### src/rtl/rf_pkg.sv
// Shared constants for the scoreboarded register file: architectural register
// indices and the default reset values of the global and stack pointers.
package rf_pkg;

  localparam int          ZERO_IDX    = 0;
  localparam int          GP_IDX      = 28;
  localparam int          SP_IDX      = 29;
  localparam logic [31:0] GP_INIT_DEF = 32'h0000_1800;
  localparam logic [31:0] SP_INIT_DEF = 32'h0000_2ffe;

endpackage : rf_pkg

### src/rtl/rf_pend_tracker.sv
// Scoreboard for the register file: one pending bit per register, a running
// count of pending registers, and a sticky double-issue error flag.
module rf_pend_tracker import rf_pkg::*; #(
  parameter int NREG   = 32,
  parameter bit BYPASS = 1'b1,
  localparam int AW    = $clog2(NREG)
) (
  input  logic          clk,
  input  logic          rst,
  input  logic          iss_en,
  input  logic [AW-1:0] iss_addr,
  input  logic          wr_acc,
  input  logic [AW-1:0] wa,
  input  logic [AW-1:0] ra1,
  input  logic [AW-1:0] ra2,
  output logic          busy1,
  output logic          busy2,
  output logic [AW:0]   pend_cnt,
  output logic          err_dbl
);

  logic [NREG-1:0] pend_q, pend_d;
  logic [AW:0]     cnt_q, cnt_d;
  logic            err_q, err_d;
  logic            iss_acc, set_new, clr_old, same_addr;

  always_comb begin
    iss_acc   = iss_en && (iss_addr != AW'(ZERO_IDX)) && !rst;
    same_addr = wr_acc && iss_acc && (wa == iss_addr);
    set_new   = iss_acc && !pend_q[iss_addr];
    // A clear that coincides with a set on the same register is cancelled:
    // the new producer keeps the bit alive.
    clr_old   = wr_acc && pend_q[wa] && !same_addr;

    pend_d = pend_q;
    if (wr_acc)  pend_d[wa]       = 1'b0;
    if (iss_acc) pend_d[iss_addr] = 1'b1;

    cnt_d = cnt_q + (AW+1)'(set_new) - (AW+1)'(clr_old);
    err_d = err_q || (iss_acc && pend_q[iss_addr] && !same_addr);
  end

  always_ff @(posedge clk) begin
    if (rst) begin
      pend_q <= '0;
      cnt_q  <= '0;
      err_q  <= 1'b0;
    end else begin
      pend_q <= pend_d;
      cnt_q  <= cnt_d;
      err_q  <= err_d;
    end
  end

  always_comb begin
    busy1 = (ra1 != AW'(ZERO_IDX)) && pend_q[ra1] && !(BYPASS && wr_acc && (wa == ra1));
    busy2 = (ra2 != AW'(ZERO_IDX)) && pend_q[ra2] && !(BYPASS && wr_acc && (wa == ra2));
  end

  assign pend_cnt = cnt_q;
  assign err_dbl  = err_q;

endmodule : rf_pend_tracker

### src/rtl/regfile_sb.sv
// Two-read, one-write register file with optional write-to-read forwarding,
// a registered write acknowledge and a pending-producer scoreboard.
module regfile_sb import rf_pkg::*; #(
  parameter int            DW      = 32,
  parameter int            NREG    = 32,
  parameter logic [DW-1:0] GP_INIT = DW'(GP_INIT_DEF),
  parameter logic [DW-1:0] SP_INIT = DW'(SP_INIT_DEF),
  parameter bit            BYPASS  = 1'b1,
  localparam int           AW      = $clog2(NREG)
) (
  input  logic          clk,
  input  logic          rst,
  input  logic [AW-1:0] ra1,
  input  logic [AW-1:0] ra2,
  output logic [DW-1:0] rd1,
  output logic [DW-1:0] rd2,
  input  logic          we,
  input  logic [AW-1:0] wa,
  input  logic [DW-1:0] wd,
  input  logic          iss_en,
  input  logic [AW-1:0] iss_addr,
  output logic          busy1,
  output logic          busy2,
  output logic          stall,
  output logic [AW:0]   pend_cnt,
  output logic          wr_ack,
  output logic          err_dbl
);

  logic [DW-1:0] data_q [NREG];
  logic [DW-1:0] data_d [NREG];
  logic          wr_ack_q, wr_ack_d;
  logic          wr_acc;

  assign wr_acc = we && (wa != AW'(ZERO_IDX)) && !rst;

  always_comb begin
    data_d = data_q;
    if (wr_acc) data_d[wa] = wd;
    wr_ack_d = wr_acc;
  end

  // NOTE: the storage array is reset explicitly because the pointer registers
  // need non-zero values; this keeps it in flops rather than a RAM macro.
  always_ff @(posedge clk) begin
    if (rst) begin
      for (int i = 0; i < NREG; i++) data_q[i] <= '0;
      data_q[GP_IDX] <= GP_INIT;
      data_q[SP_IDX] <= SP_INIT;
      wr_ack_q       <= 1'b0;
    end else begin
      data_q   <= data_d;
      wr_ack_q <= wr_ack_d;
    end
  end

  // wr_acc is already gated by rst, so forwarding is suppressed during reset.
  always_comb begin
    if (ra1 == AW'(ZERO_IDX))               rd1 = '0;
    else if (BYPASS && wr_acc && wa == ra1) rd1 = wd;
    else                                    rd1 = data_q[ra1];

    if (ra2 == AW'(ZERO_IDX))               rd2 = '0;
    else if (BYPASS && wr_acc && wa == ra2) rd2 = wd;
    else                                    rd2 = data_q[ra2];
  end

  rf_pend_tracker #(
    .NREG   (NREG),
    .BYPASS (BYPASS)
  ) u_pend (
    .clk      (clk),
    .rst      (rst),
    .iss_en   (iss_en),
    .iss_addr (iss_addr),
    .wr_acc   (wr_acc),
    .wa       (wa),
    .ra1      (ra1),
    .ra2      (ra2),
    .busy1    (busy1),
    .busy2    (busy2),
    .pend_cnt (pend_cnt),
    .err_dbl  (err_dbl)
  );

  assign stall  = busy1 | busy2;
  assign wr_ack = wr_ack_q;

endmodule : regfile_sb

### config.mk
export PLATFORM = sky130hd
export DESIGN_NAME = regfile_sb
export DESIGN_NICKNAME = d
export VERILOG_FILES = /design/src/rtl/rf_pkg.sv /design/src/rtl/rf_pend_tracker.sv /design/src/rtl/regfile_sb.sv
export SDC_FILE = /design/constraint.sdc
export NUM_CORES = 2
export LEC_CHECK = 0
export CORE_MARGIN = 2
export CORE_UTILIZATION = 55
export DETAILED_ROUTE_END_ITERATION = 8
export PLACE_DENSITY = 0.81
export SLEW_MARGIN = 20
export SYNTH_ARGS = -nofsm -noshare
export SYNTH_HDL_FRONTEND = slang
export SYNTH_SLANG_ARGS = --single-unit
### constraint.sdc
create_clock -name clk -period 3.5 [get_ports clk]
set_input_delay 0.7 -clock clk [delete_from_list [all_inputs] [get_ports clk]]
set_output_delay 0.7 -clock clk [all_outputs]
set_load 0.05 [all_outputs]
==> run metrics <==
status=complete, but fails checks; failing checks=negative setup slack; Hold/Removal Path Class=reg2reg; share of cells above drive strength 1=0.236; Critical Path RT=2.80 ns; Post-Syn Nets=5881; top cell type's share of synthesized area=0.384; DRC=0; RSZ-0062 raised after global routing=yes; slowest cell on the critical path=nor3b_2; Storage cell area=21300 um^2; core area=100000 um^2; Post-Place Setup Slack=-0.586 ns; via count of the first global-routing pass=50600; Post-synth EDFFs=0; Startpoint Class=input pin; Crit Reg-Reg Endpoint=u_pend.pend_cnt[4]; Leak Pwr=25.1 nW; fmax=around 280 MHz; Worst Path Max Fanout=9; Mapped Area=roughly 56000 um^2; Synth Register Bits=1064; clk_skew=0.0216 ns; crit share post-route=1.01; Slew Viols, Final=0; min Tclk post-route=around 3.5 ns; Synth Warn #=0; Worst R2R Setup Slack=roughly 0.41 ns; Pre-antenna DRT Iters=9; combinational share of power=0.140; CP arrival=2.83 ns; PortBufs=130; clk buf depth=3; Layout Cells excl Fill=7270; worst-skew pair later-pin latency=about 0.72 ns; Post-synth ARST share=0; CTS root buf=clkbuf_16; Die Height=322 um; Worst-path clk slew=0.06 ns; Worst Path Buf+Inv=7; Placed Cells=about 7000; antenna violations before repair=3; DRT iter0 DRCs=8219; global-route wire length before repair=306000 um; vias per cell=7.05; Pint=20.6 mW; detailed placement HPWL=~120000 um; CTS HTree Levels=3; Mapped Cells=5818; largest net degree at the start of global routing=220; relative slew slack=0.255; Worst Setup EP=rd1[15]; Placed Area=61400 um^2; CP Depth=12; via count=51200; CP peak stage delay=0.28 ns; most used cell, CP=buf_4; overall power=28.2 mW; cell breakdown of the critical path=clkdlybuf4s15_1 -> buf_12 -> buf_4 -> nor3b_2 -> buf_6 -> buf_4 -> a221oi_1 -> o21ai_1 -> o22a_1 -> a21oi_1 -> buf_4 -> buf_12; sw power=7.53 mW; clock network power share=0.425; total gr overflow=0; Netlist cell types=66; cell family with most CP delay=buffers and inverters; routability cong.=0.951; Worst Setup SP=ra1[4]; die width=322 um; power density over the cells=425 nW/um^2; synthesized area per cell=9.54 um^2; CTS buffer count=106; Die ar.=approximately 100000 um^2; GRT Util Overall=0.389; critical path class=in2out; Least-Margin Pin Slew=1.12 ns; final setup margin=-0.0325 ns; largest cells by area after synthesis=dfxtp_1 (38%), mux4_2 (17%), mux2i_1 (13%); routed len/inst=28.7 um; switching share of power=0.267; Detail Route Antenna Nets=0; Critical R2R Launch=u_pend.pend_q[7]; Seq/Total Area, Yosys=0.384; CTS tree=built; fin area=66200 um^2; Max-Cap Viols=0; worst hold slack=around 0.47 ns; Multi-input gate area=32200 um^2; Reg2Reg Depth=14; final setup TNS=-0.0474 ns; Hold Violations, Final=0; area delta synth->final=19.3%; CTS sink cnt=1064; num ports=131; Max VDD drop=about 480 uV; fillers=roughly 7000; Initial Utilization=0.554; fin util=0.662; Post-synth top flop=dfxtp_1; part of the power in registers=0.435; CP Capture Type=output pin; Yosys top cell by area=dfxtp_1; # rows=116; nets@finish=between 5000 and 6000; total routed wirelength=209000 um; Final setup viols=2
## registers in the layout, summed over array words and instances (netlist names)
| name | cells |
|---|---|
| u_pend.err_dbl | 1 |
| wr_ack | 1 |
| u_pend.pend_q | 32 |
| u_pend.pend_cnt | 6 |
| data_q | 1024 |
## per-layer routing
metal,GRT usage,vias to the layer above,share of wire
met1,0.465,24200,0.32
li1,-,21000,-
met3,0.131,1542,0.16
met4,0.309,6,0.096
met5,0,-,0.00018
met2,0.574,4448,0.42
## logic make-up (layout without fill, tap and decap cells)
group,after synthesis,count (layout),share of synthesized area
mux,1197,1197,0.311
flops,1064,1064,0.384
fa+ha+maj,7,7,0.00171
buf+inv,678,826,0.0564
simple gates,1918,1918,0.143
xor+xnor,19,19,0.00300
other cells,0,6,0
compound gates,935,935,0.101
## layout make-up
type                       instances  area share
tap                             1298      0.0245
multi-input combinational       4076       0.486
clock inverter                    35     0.00663
antenna                            6    0.000227
inverter                          24     0.00136
sequential                      1064       0.322
clock buffer                     159      0.0480
timing repair buffer             608       0.112
## placed cells by master (no fill, tap or decap), types with 41 or more instances in the layout
master           Yosys  layout
nand2_1            836     814
o21ai_0             82      47
nor3_1             127      72
clkdlybuf4s50_1      0      48
o22ai_1            120     119
a221oi_1            61      43
buf_12               1     195
mux2i_1            718     718
buf_4               50     325
nor2b_1             41      41
a21oi_1            511     485
mux4_2             416     416
nand3_1            189     188
clkbuf_16            0     110
mux2_2              63      63
dfxtp_1           1064    1064
nor2_1             649     639
## power groups by stage
stage	combinational (mW)	clock [mW]	sequential, mW
2_1_floorplan	2.03	0	12.5
3_3_place_gp	3.61	0	12.5
3_5_place_dp	3.64	0	12.5
4_1_cts	3.75	11.9	12.2
5_1_grt	4.02	12.4	12.2
6_report	3.94	12.0	12.2
## synthesized netlist by cell type, types with 4 or more instances
master	instances
xnor2_1	6
nand3b_1	10
a221o_1	30
o21ai_0	82
nor2_2	7
xor2_1	13
nand3_1	189
a22oi_1	11
and3_1	6
nand2_1	836
o21ai_1	18
o22ai_1	120
nor2b_1	41
buf_6	22
clkbuf_1	364
mux4_2	416
buf_4	50
buf_1	61
a221oi_1	61
o22a_1	31
ha_1	6
dfxtp_1	1064
a22o_1	4
o32ai_1	8
buf_2	154
inv_1	23
o221ai_1	30
nor3_2	4
a21oi_1	511
and2_1	5
nor3_1	127
nor2_1	649
a32oi_1	4
mux2_2	63
nand4_1	4
a31o_2	5
mux2i_1	718
nor3b_1	11
nor4_1	5
nand2b_1	8
## what timing repair did
item	4_1_cts	5_1_grt
gates resized for setup	122	84
buffers inserted	19	15
pin swaps	39	16
gates cloned	4	3
hold buffers	0	0
setup endpoints to repair	67	67
## worst min path at each step
stage / start / to / slack [ns] / depth (start not counted)
2_1_floorplan: data_q[700] / data_q[700] / 0.44 / 2
3_3_place_gp: data_q[792] / data_q[792] / 0.45 / 2
3_5_place_dp: data_q[30] / data_q[30] / 0.46 / 2
4_1_cts: data_q[30] / data_q[30] / 0.46 / 2
5_1_grt: data_q[631] / data_q[631] / 0.48 / 2
6_report: data_q[30] / data_q[30] / 0.47 / 2
## worst min-delay path, delay by kind of cell (launching register included)
| kind | cells | cell delay (ns) |
|---|---|---|
| flops | 1 | 0.31 |
| simple gates | 1 | 0.05 |
| compound gates | 1 | 0.05 |
Note: power is estimated with default switching activity, not from simulation.
